$ cat src/rtl/seg_stream_rx_if.sv
// rtl/seg_stream_rx_if.sv - serial 7-segment stream and decoded frame bundle
interface seg_stream_rx_if;
  logic        seg_bit;
  logic [2:0]  seg_idx;
  logic [2:0]  disp_idx;
  logic        disp_type;
  logic [23:0] digits;
  logic        frame_valid;
  logic        decode_err;
  logic        seq_err;
  logic        locked;

  modport master (
    output seg_bit, seg_idx, disp_idx, disp_type,
    input  digits, frame_valid, decode_err, seq_err, locked
  );

  modport slave (
    input  seg_bit, seg_idx, disp_idx, disp_type,
    output digits, frame_valid, decode_err, seq_err, locked
  );
endinterface

$ cat src/rtl/seg_stream_rx.sv
// rtl/seg_stream_rx.sv - rebuilds and decodes the serial 7-segment stream into HH:MM:SS frames
module seg_stream_rx #(
  parameter int STABLE_CYCLES = 4,
  parameter int NUM_DIGITS    = 6
) (
  input  logic          i_clk,
  input  logic          i_rst,
  seg_stream_rx_if.slave s_if
);

  localparam logic [3:0] CNT_LAST  = 4'(STABLE_CYCLES - 1);
  localparam logic [2:0] LAST_DISP = 3'(NUM_DIGITS - 1);

  typedef enum logic { SYNC, RECV } state_t;

  logic        r_bit_s1, r_bit_s2, r_type_s1, r_type_s2;
  logic [2:0]  r_seg_s1, r_seg_s2, r_disp_s1, r_disp_s2;
  logic [5:0]  r_pair_prev;
  logic [3:0]  r_cnt;
  logic        r_armed;
  state_t      r_state;
  logic [2:0]  r_exp_disp, r_exp_seg;
  logic [6:0]  r_pat;
  logic [23:0] r_buf;
  logic [5:0]  r_inv;
  logic [23:0] r_digits;
  logic        r_frame_valid, r_decode_err, r_seq_err;

  logic [5:0]  w_pair;
  logic        w_change, w_sample, w_in_range, w_take, w_lit, w_is_exp, w_is_origin;
  logic [4:0]  w_dec;
  logic [23:0] w_buf_next;
  logic [5:0]  w_inv_next;

  // Returns {invalid, value}; 4'hA is a blank digit.
  function automatic logic [4:0] decode7(input logic [6:0] p);
    case (p)
      7'h3F:   decode7 = {1'b0, 4'd0};
      7'h06:   decode7 = {1'b0, 4'd1};
      7'h5B:   decode7 = {1'b0, 4'd2};
      7'h4F:   decode7 = {1'b0, 4'd3};
      7'h66:   decode7 = {1'b0, 4'd4};
      7'h6D:   decode7 = {1'b0, 4'd5};
      7'h7D:   decode7 = {1'b0, 4'd6};
      7'h07:   decode7 = {1'b0, 4'd7};
      7'h7F:   decode7 = {1'b0, 4'd8};
      7'h67:   decode7 = {1'b0, 4'd9};
      7'h00:   decode7 = {1'b0, 4'hA};
      default: decode7 = {1'b1, 4'hE};
    endcase
  endfunction

  assign w_pair      = {r_disp_s2, r_seg_s2};
  assign w_change    = (w_pair != r_pair_prev);
  assign w_sample    = !w_change && r_armed && (r_cnt == CNT_LAST);
  assign w_in_range  = (r_seg_s2 != 3'd7) && (r_disp_s2 <= LAST_DISP);
  assign w_take      = w_sample && w_in_range;
  assign w_lit       = r_type_s2 ? ~r_bit_s2 : r_bit_s2;
  assign w_is_exp    = (r_disp_s2 == r_exp_disp) && (r_seg_s2 == r_exp_seg);
  assign w_is_origin = (w_pair == 6'd0);
  assign w_dec       = decode7({w_lit, r_pat[5:0]});

  always_comb begin
    w_buf_next = r_buf;
    w_inv_next = r_inv;
    for (int k = 0; k < 6; k++) begin
      if (r_disp_s2 == 3'(k)) begin
        w_buf_next[4*k +: 4] = w_dec[3:0];
        w_inv_next[k]        = w_dec[4];
      end
    end
  end

  always_ff @(posedge i_clk) begin
    if (i_rst) begin
      r_bit_s1 <= 1'b0; r_bit_s2 <= 1'b0; r_type_s1 <= 1'b0; r_type_s2 <= 1'b0;
      r_seg_s1 <= 3'd0; r_seg_s2 <= 3'd0; r_disp_s1 <= 3'd0; r_disp_s2 <= 3'd0;
      r_pair_prev   <= 6'd0;
      r_cnt         <= 4'd0;
      r_armed       <= 1'b1;
      r_state       <= SYNC;
      r_exp_disp    <= 3'd0;
      r_exp_seg     <= 3'd0;
      r_pat         <= 7'd0;
      r_buf         <= 24'd0;
      r_inv         <= 6'd0;
      r_digits      <= 24'd0;
      r_frame_valid <= 1'b0;
      r_decode_err  <= 1'b0;
      r_seq_err     <= 1'b0;
    end else begin
      r_bit_s1  <= s_if.seg_bit;   r_bit_s2  <= r_bit_s1;
      r_type_s1 <= s_if.disp_type; r_type_s2 <= r_type_s1;
      r_seg_s1  <= s_if.seg_idx;   r_seg_s2  <= r_seg_s1;
      r_disp_s1 <= s_if.disp_idx;  r_disp_s2 <= r_disp_s1;

      r_frame_valid <= 1'b0;
      r_seq_err     <= 1'b0;
      r_pair_prev   <= w_pair;

      // One sample per occupancy: the armed flag drops once the bit is taken.
      if (w_change) begin
        r_cnt   <= 4'd0;
        r_armed <= 1'b1;
      end else if (w_sample) begin
        r_armed <= 1'b0;
      end else if (r_cnt != 4'hF) begin
        r_cnt <= r_cnt + 4'd1;
      end

      if (w_take) begin
        case (r_state)
          SYNC: begin
            if (w_is_origin) begin
              r_pat[0]   <= w_lit;
              r_exp_disp <= 3'd0;
              r_exp_seg  <= 3'd1;
              r_state    <= RECV;
            end
          end
          RECV: begin
            if (w_is_exp) begin
              r_pat[r_seg_s2] <= w_lit;
              if (r_seg_s2 == 3'd6) begin
                r_buf <= w_buf_next;
                r_inv <= w_inv_next;
                if (r_disp_s2 == LAST_DISP) begin
                  r_digits      <= w_buf_next;
                  r_frame_valid <= 1'b1;
                  r_decode_err  <= |w_inv_next;
                  r_exp_disp    <= 3'd0;
                  r_exp_seg     <= 3'd0;
                end else begin
                  r_exp_disp <= r_disp_s2 + 3'd1;
                  r_exp_seg  <= 3'd0;
                end
              end else begin
                r_exp_seg <= r_seg_s2 + 3'd1;
              end
            end else begin
              r_seq_err <= 1'b1;
              r_buf     <= 24'd0;
              r_inv     <= 6'd0;
              if (w_is_origin) begin
                r_pat[0]   <= w_lit;
                r_exp_disp <= 3'd0;
                r_exp_seg  <= 3'd1;
              end else begin
                r_state <= SYNC;
              end
            end
          end
          default: r_state <= SYNC;
        endcase
      end
    end
  end

  assign s_if.digits      = r_digits;
  assign s_if.frame_valid = r_frame_valid;
  assign s_if.decode_err  = r_decode_err;
  assign s_if.seq_err     = r_seq_err;
  assign s_if.locked      = (r_state == RECV);

endmodule

$ cat src/flat_wrapper.sv
// flat-port wrapper written by rule: the top's interface ports become plain ports
module seg_stream_rx_flat 
#(
  parameter int STABLE_CYCLES = 4,
  parameter int NUM_DIGITS    = 6
)
  (i_clk, i_rst, s_if_seg_bit, s_if_seg_idx, s_if_disp_idx, s_if_disp_type, s_if_digits, s_if_frame_valid, s_if_decode_err, s_if_seq_err, s_if_locked);
  seg_stream_rx_if s_if_i ();
  input  logic i_clk;
  input  logic i_rst;
  input wire logic [$bits(s_if_i.seg_bit)-1:0] s_if_seg_bit;
  input wire logic [$bits(s_if_i.seg_idx)-1:0] s_if_seg_idx;
  input wire logic [$bits(s_if_i.disp_idx)-1:0] s_if_disp_idx;
  input wire logic [$bits(s_if_i.disp_type)-1:0] s_if_disp_type;
  output wire logic [$bits(s_if_i.digits)-1:0] s_if_digits;
  output wire logic [$bits(s_if_i.frame_valid)-1:0] s_if_frame_valid;
  output wire logic [$bits(s_if_i.decode_err)-1:0] s_if_decode_err;
  output wire logic [$bits(s_if_i.seq_err)-1:0] s_if_seq_err;
  output wire logic [$bits(s_if_i.locked)-1:0] s_if_locked;
  assign s_if_i.seg_bit = s_if_seg_bit;
  assign s_if_i.seg_idx = s_if_seg_idx;
  assign s_if_i.disp_idx = s_if_disp_idx;
  assign s_if_i.disp_type = s_if_disp_type;
  assign s_if_digits = s_if_i.digits;
  assign s_if_frame_valid = s_if_i.frame_valid;
  assign s_if_decode_err = s_if_i.decode_err;
  assign s_if_seq_err = s_if_i.seq_err;
  assign s_if_locked = s_if_i.locked;
  seg_stream_rx #(.STABLE_CYCLES(STABLE_CYCLES), .NUM_DIGITS(NUM_DIGITS)) u_core (.i_clk(i_clk), .i_rst(i_rst), .s_if(s_if_i));
endmodule
$ cat config.mk
export PLATFORM = sky130hd
export DESIGN_NAME = seg_stream_rx_flat
export DESIGN_NICKNAME = d
export VERILOG_FILES = /design/src/rtl/seg_stream_rx_if.sv /design/src/rtl/seg_stream_rx.sv /design/src/flat_wrapper.sv
export SDC_FILE = /design/constraint.sdc
export NUM_CORES = 1
export LEC_CHECK = 0
export ABC_CLOCK_PERIOD_IN_PS = 3000
export CORE_ASPECT_RATIO = 1.5
export CORE_MARGIN = 8
export CORE_UTILIZATION = 57
export CTS_CLUSTER_SIZE = 20
export DETAILED_ROUTE_END_ITERATION = 16
export GPL_TIMING_DRIVEN = 0
export PLACE_DENSITY = 0.79
export SLEW_MARGIN = 10
export SYNTH_ARGS = -nofsm -noshare
export SYNTH_HDL_FRONTEND = slang
export SYNTH_SLANG_ARGS = --single-unit
$ cat constraint.sdc
create_clock -name i_clk -period 3 [get_ports i_clk]
set_input_delay 0.45 -clock i_clk [delete_from_list [all_inputs] [get_ports i_clk]]
set_output_delay 0.45 -clock i_clk [all_outputs]
set_load 0.005 [all_outputs]
==> results.sh, run 1 <==
export IMPL_io_buffers=37
export IMPL_yosys_top_cells_count="dfxtp_1 (93), nand2_1 (41), nor2_1 (35)"
export IMPL_cts_hold_buf=0
export IMPL_wl_microns=9910
export IMPL_cp_required_ns=3.24
export IMPL_areaGrowthSynthToFinish_pct=16.1
export IMPL_setup_slack_ns=0.253
export IMPL_wl_met1_microns=4010
export IMPL_synth_top_cell_area_share=0.456
export IMPL_p_switching_w=0.000515
export IMPL_start_util=0.576
export IMPL_ys_types=61
export IMPL_muxShareOfSynthArea=0.0196
export IMPL_post_cts_buffers=0
export IMPL_grt_pass1_vias=3399
export IMPL_worstSetupPathType="reg -> reg"
export IMPL_maxCapViolCount=0
export IMPL_antenna_found_initial=0
export IMPL_cts_buffer_depth=2
export IMPL_num_nets_final=502
export IMPL_synthCells=441
export IMPL_timing_final_hold_violations=0
export IMPL_synth_xor_area_frac=0.0420
export IMPL_reg2reg_from="u_core.r_seg_s2[0]"
export IMPL_io_pins=38
export IMPL_met3WireLength_microns=345
export IMPL_met2_length_microns=5140
export IMPL_grt_total_usage=0.204
export IMPL_synth_compound_area_frac=0.169
export IMPL_yosysWarnings=0
export IMPL_synth_enable_flop_cells=0
export IMPL_max_slew_margin=0.645
export IMPL_drc=0
export IMPL_reg2reg_slack_ns=0.25
export IMPL_clkSinkCount=93
export IMPL_powerDensity_nw_per_um2=461
export IMPL_vias=3341
export IMPL_maxSlewViolCount=0
export IMPL_place_gp_congestion=0.915
export IMPL_via_per_inst=5.82
export IMPL_yosys_most_used_dff="dfxtp_1"
export IMPL_fin_skew_ns=0.00977
export IMPL_leakage_nw=1.71
export IMPL_clock_latency_ns=0.37
export IMPL_synth_top_area_cell="dfxtp_1"
export IMPL_die_height_microns=120
export IMPL_cts_made_buffers=9
export IMPL_cts_resized_gates=0
export IMPL_peakVddDrop_v=0.000389
export IMPL_grt_pass1_wl_microns=16500
export IMPL_path_clk_slew_ns=0.08
export IMPL_ant_nets=0
export IMPL_synth_area_sq_um=4080
export IMPL_r2r_end="u_core.s_if.digits[19]"
export IMPL_start_kind="register"
export IMPL_fin_crit_ns=2.75
export IMPL_worstPathMaxFanout=10
export IMPL_die_w_microns=85.1
export IMPL_drtIter0Drc=248
export IMPL_synth_fp_nets=454
export IMPL_hp_class="reg -> reg"
export IMPL_row_count=38
export IMPL_crit_path_end_kind="register"
export IMPL_synthAdderAreaFrac=0.00919
export IMPL_fillCellCount=586
export IMPL_critPathLaunch="u_core.r_seg_s2[0]"
export IMPL_htree_levels=3
export IMPL_cp_endpoint="u_core.s_if.digits[19]"
export IMPL_core_region_area_sq_um=7080
export IMPL_place_ws_ns=0.296
export IMPL_cts_tree="yes"
export IMPL_crit_arrival_ns=2.99
export IMPL_cts_root_buf="clkbuf_8"
export IMPL_setup_viol=0
export IMPL_cellInternalPower_w=0.00167
export IMPL_n_antenna_cell=0
export IMPL_drt_pass1_iterations=4
export IMPL_yosys_top_cells_area="dfxtp_1 (46%), nand2_1 (3.8%), a21oi_1 (3.6%), nor2b_1 (3.5%), a22o_1 (3.4%)"
export IMPL_seqPwrFrac=0.574
export IMPL_outcome="finished, final reports clean"
export IMPL_rsz0062_at_grt="false"
export IMPL_maxUsedRoutingLayer="met4"
export IMPL_yosys_area_share_simple=0.262
export IMPL_yosysMostFrequentCell="dfxtp_1"
export IMPL_clkPwrFrac=0.359
export IMPL_switching_share=0.235
export IMPL_fmax_mhz=364
export IMPL_wl_per_cell_microns=17.3
export IMPL_async_flop_share=0
export IMPL_drive_gt1_frac=0.111
export IMPL_grt_max_degree=15
export IMPL_ys_seq_area_frac=0.456
export IMPL_dieArea_sq_um=10200
export IMPL_fin_tns_setup_ns=0
export IMPL_pwr_share_comb=0.068
export IMPL_finalCritPeriodShare=0.916
export IMPL_grt_ovfl_total=0
export IMPL_avgSynthCellArea_sq_um=9.26
export IMPL_synth_top_family_by_area="simple AND/OR/NAND/NOR gates"
export IMPL_reg2reg_depth=10
export IMPL_post_dp_hpwl_microns=7390
export IMPL_ys_seq_elements=93
export IMPL_tightest_slew_ns=0.532
## worst max-delay path, cell delays in order, from the launching register on
cell	delay, ns
dfxtp_1	0.34
buf_2	0.19
and2_1	0.17
ha_1	0.19
a21oi_1	0.21
nand3_1	0.15
nor3_4	0.25
nand4_1	0.32
clkbuf_1	0.32
nor3b_1	0.41
nor3_1	0.08
## cell type report
| class | instances | area, sq um | area share |
|---|---|---|---|
| inverters | 2 | 7.51 | 0.00158 |
| repair buffers | 37 | 370 | 0.0781 |
| plain buffers | 27 | 165 | 0.0348 |
| clock buffers | 13 | 169 | 0.0356 |
| clock inverters | 3 | 18.8 | 0.00396 |
| well taps | 80 | 100 | 0.0211 |
| flip-flops and latches | 93 | 1860 | 0.393 |
| multi-input cells | 319 | 2050 | 0.432 |
## routing by layer
| layer | GRT usage | up-vias |
|---|---|---|
| li1 | - | 1649 |
| met1 | 0.214 | 1590 |
| met2 | 0.358 | 75 |
| met3 | 0.0452 | 27 |
| met4 | 0.131 | 0 |
| met5 | 0 | - |
## placed cells by master, fill, tap and decap left out, types with 4 or more instances in the layout
cell type	n
mux2i_1	8
a211oi_1	6
dfxtp_1	93
clkbuf_1	14
a21o_1	4
a21oi_1	29
nand3b_1	4
a22o_1	16
xnor2_1	12
o2bb2ai_1	8
o21ai_0	9
or2_2	6
nand2_1	41
buf_2	6
nor2_1	35
nor3_1	19
nand3_1	20
or3_1	5
clkbuf_8	15
clkdlybuf4s50_1	37
nand2b_1	11
nor3b_1	7
nor2b_1	23
## power groups by stage
stage                     Sequential [W]  Combinational (W)  Clock [W]
final                            0.00126           0.000148   0.000785
after global routing             0.00126           0.000164   0.000869
after CTS                        0.00126           0.000147   0.000808
after floorplan                  0.00128           0.000104          0
after global placement           0.00128           0.000142          0
after detailed placement         0.00128           0.000146          0
## through the flow
stage               cells  hold WS [ns]  power, W  cell area [sq um]   util
floorplan             441         0.414   0.00139               4080      -
global placement      558         0.420   0.00143               4550  0.643
finish                574         0.442   0.00219               4740  0.669
detailed placement    558         0.428   0.00143               4550  0.643
global route          574         0.459   0.00229               4740  0.669
CTS                   574         0.446   0.00221               4740  0.669
## worst min-delay path by stage
| stage | startpoint | end | slack, ns | cells past startpoint |
|---|---|---|---|---|
| 3_5_place_dp | u_core.r_disp_s1[1] | u_core.r_disp_s2[1] | 0.43 | 1 |
| 6_report | u_core.r_disp_s1[1] | u_core.r_disp_s2[1] | 0.44 | 1 |
| 2_1_floorplan | u_core.r_bit_s1 | u_core.r_bit_s2 | 0.41 | 1 |
| 5_1_grt | u_core.r_disp_s1[2] | u_core.r_disp_s2[2] | 0.46 | 1 |
| 4_1_cts | u_core.r_disp_s1[0] | u_core.r_disp_s2[0] | 0.45 | 1 |
| 3_3_place_gp | u_core.r_seg_s1[0] | u_core.r_seg_s2[0] | 0.42 | 1 |
## flip-flops by register name, summed over array words and instances (netlist names), 3 cells and up
register,cells
u_core.s_if.digits,24
u_core.r_buf,20
u_core.r_inv,6
u_core.r_pair_prev,6
u_core.r_pat,6
u_core.r_cnt,4
u_core.r_disp_s1,3
u_core.r_disp_s2,3
u_core.r_exp_disp,3
u_core.r_exp_seg,3
u_core.r_seg_s1,3
u_core.r_seg_s2,3
## cells by family (layout without fill, tap and decap cells)
logic type,Yosys count,in the layout
buffers and inverters,29,82
multiplexers,8,8
flip-flops,93,93
XOR/XNOR,17,17
AND/OR/NAND/NOR,198,198
AO/OA/AOI/OAI,93,93
adder cells (fa/ha/maj),3,3
Power figures use the tool's default switching activity.
==> run 2: changes to the inputs <==
--- a/config.mk
+++ b/config.mk
@@ -5,14 +5,15 @@
 export SDC_FILE = /design/constraint.sdc
 export NUM_CORES = 1
 export LEC_CHECK = 0
-export ABC_CLOCK_PERIOD_IN_PS = 3000
+export ABC_CLOCK_PERIOD_IN_PS = 2300
 export CORE_ASPECT_RATIO = 1.5
 export CORE_MARGIN = 8
-export CORE_UTILIZATION = 57
+export CORE_UTILIZATION = 51
 export CTS_CLUSTER_SIZE = 20
 export DETAILED_ROUTE_END_ITERATION = 16
 export GPL_TIMING_DRIVEN = 0
-export PLACE_DENSITY = 0.79
+export HOLD_SLACK_MARGIN = 0.02
+export PLACE_DENSITY = 0.75
 export SLEW_MARGIN = 10
 export SYNTH_ARGS = -nofsm -noshare
 export SYNTH_HDL_FRONTEND = slang
==> constraint.sdc (replaced) <==
create_clock -name i_clk -period 2.3 [get_ports i_clk]
set_input_delay 0.345 -clock i_clk [delete_from_list [all_inputs] [get_ports i_clk]]
set_output_delay 0.345 -clock i_clk [all_outputs]
set_load 0.005 [all_outputs]
==> run 2 against run 1 <==
Hold slack got worse by 0.0050 ns. Final cell count is 6.3% higher. Sequential cell count stayed put. Core utilization fell by 2.1 points. Non-clock buffer count rose by 11. Die area up 9.8%. Wire length grew 4.2%. Global-route usage fell by 1.2 points.
==> results.sh, run 2 (synthesis gave the netlist of run 1 again) <==
export IMPL_outcome="finished, final reports clean"
export IMPL_grt_pass1_vias=3431
export IMPL_holdPathStages=1
export IMPL_crit_arrival_ns=2.43
export IMPL_cp_required_ns=2.51
export IMPL_n_antenna_cell=0
export IMPL_cts_buffer_depth=2
export IMPL_finalInstanceArea_sq_um=5130
export IMPL_fillCellCount=679
export IMPL_vias=3455
export IMPL_start_util=0.516
export IMPL_p_total_w=0.00355
export IMPL_final_common_cell="dfxtp_1"
export IMPL_die_height_microns=126
export IMPL_multiInputGateArea_sq_um=2130
export IMPL_clkSinkCount=93
export IMPL_antenna_found_initial=0
export IMPL_crit_path_end_kind="register"
export IMPL_grt_total_usage=0.192
export IMPL_num_nets_final=513
export IMPL_max_slew_margin=0.624
export IMPL_start_kind="register"
export IMPL_maxSlewViolCount=0
export IMPL_leakage_nw=1.86
export IMPL_drive_gt1_frac=0.166
export IMPL_areaGrowthSynthToFinish_pct=25.6
export IMPL_post_dp_hpwl_microns=7420
export IMPL_ant_nets=0
export IMPL_clock_latency_ns=0.35
export IMPL_fin_crit_ns=2.22
export IMPL_hp_class="reg -> reg"
export IMPL_die_w_microns=89.1
export IMPL_cts_root_buf="clkbuf_16"
export IMPL_postPlaceCellArea_sq_um=4590
export IMPL_grt_ovfl_total=0
export IMPL_fin_skew_ns=0.00574
export IMPL_cts_tree="yes"
export IMPL_reg2reg_depth=9
export IMPL_rsz0062_at_grt="true"
export IMPL_cts_hold_buf=0
export IMPL_drc=0
export IMPL_place_gp_congestion=0.936
export IMPL_peakVddDrop_v=0.000530
export IMPL_worstPathMaxFanout=10
export IMPL_finalCritPeriodShare=0.963
export IMPL_powerDensity_nw_per_um2=693
export IMPL_fmax_mhz=451
export IMPL_htree_levels=3
export IMPL_maxCapViolCount=0
export IMPL_io_buffers=37
export IMPL_setup_viol=0
export IMPL_via_per_inst=5.66
export IMPL_wl_per_cell_microns=16.9
export IMPL_tightest_slew_ns=0.564
export IMPL_worstSetupPathType="reg -> reg"
export IMPL_regArea_sq_um=1870
export IMPL_path_clk_slew_ns=0.07
export IMPL_core_region_area_sq_um=7910
export IMPL_dieArea_sq_um=11200
export IMPL_grt_pass1_wl_microns=16700
export IMPL_wl_microns=10300
export IMPL_drt_pass1_iterations=10
export IMPL_grt_max_degree=17
export IMPL_final_cell_mix="dfxtp_1 (91), nand2_1 (40), clkdlybuf4s50_1 (37)"
export IMPL_largest_reg_flops=24
export IMPL_cts_made_buffers=9
export IMPL_drtIter0Drc=232
export IMPL_io_pins=38
export IMPL_timing_final_hold_violations=0
export IMPL_row_count=40
-- run 2: cell types whose count changed in the layout (fill, tap and decap cells not counted), moves of 3 or more --
| cell | before | now |
|---|---|---|
| buf_2 | 6 | 2 |
| buf_4 | 3 | 17 |
| bufinv_16 | 0 | 3 |
| clkbuf_1 | 14 | 11 |
| clkbuf_16 | 0 | 9 |
| clkbuf_8 | 15 | 3 |
| nor3_1 | 19 | 16 |
-- run 2: metal layers --
metal  vias up  track usage  share of wire
met5         -            0              0
met4         0        0.124          0.042
met3        27       0.0295          0.044
met2       103        0.331           0.52
met1      1637        0.207           0.39
li1       1688            -              -
-- run 2: worst max-delay path: stages, from the launching register on --
cell and delay [ns]:
dfxtp_1 0.40, clkbuf_4 0.24, xnor2_2 0.14, nand4_4 0.17, nor3_4 0.30, nand4_1 0.23, buf_4 0.22, buf_4 0.14
a211oi_2 0.18, nor3_1 0.06
-- run 2: where the power goes --
part	internal, W	switching [W]
logic	0.0000826	0.000124
clock network	0.00107	0.000639
registers	0.00163	0.0000135
-- run 2: layout make-up --
cell class / count / share of cell area
clock inverter: 7 / 0.0234
tap: 105 / 0.0256
sequential: 93 / 0.365
timing repair buffer: 50 / 0.0913
buffer: 25 / 0.0334
multi-input combinational: 319 / 0.416
clock buffer: 9 / 0.0439
inverter: 2 / 0.00146
-- run 2: metrics by stage --
| step | hold slack, ns | setup slack (ns) | utilization | cells | setup TNS [ns] |
|---|---|---|---|---|---|
| after floorplan | 0.414 | 0.165 | - | 441 | 0 |
| after global placement | 0.421 | -0.393 | 0.580 | 583 | -3.74 |
| after detailed placement | 0.428 | -0.443 | 0.580 | 583 | -5.35 |
| after CTS | 0.444 | 0.0127 | 0.634 | 602 | 0 |
| after global routing | 0.446 | -0.0274 | 0.648 | 610 | -0.161 |
| final | 0.437 | 0.0841 | 0.648 | 610 | 0 |
-- run 2: timing repair --
action / CTS / global route
hold endpoints to repair: 0 / 0
buffers inserted: 5 / 8
gates resized for setup: 16 / 13
pin swaps: 3 / 2
setup endpoints to repair: 32 / 37
-- run 2: path summary, 6_finish.rpt --
kind | from | endpoint | slack (ns)
setup reg to reg | u_core.r_seg_s2[2] | u_core.s_if.digits[12] | 0.08
hold reg to reg | u_core.r_seg_s1[1] | u_core.r_seg_s2[1] | 0.44
hold / removal | u_core.r_seg_s1[1] | u_core.r_seg_s2[1] | 0.44
setup / recovery | u_core.r_seg_s2[2] | u_core.s_if.digits[12] | 0.08
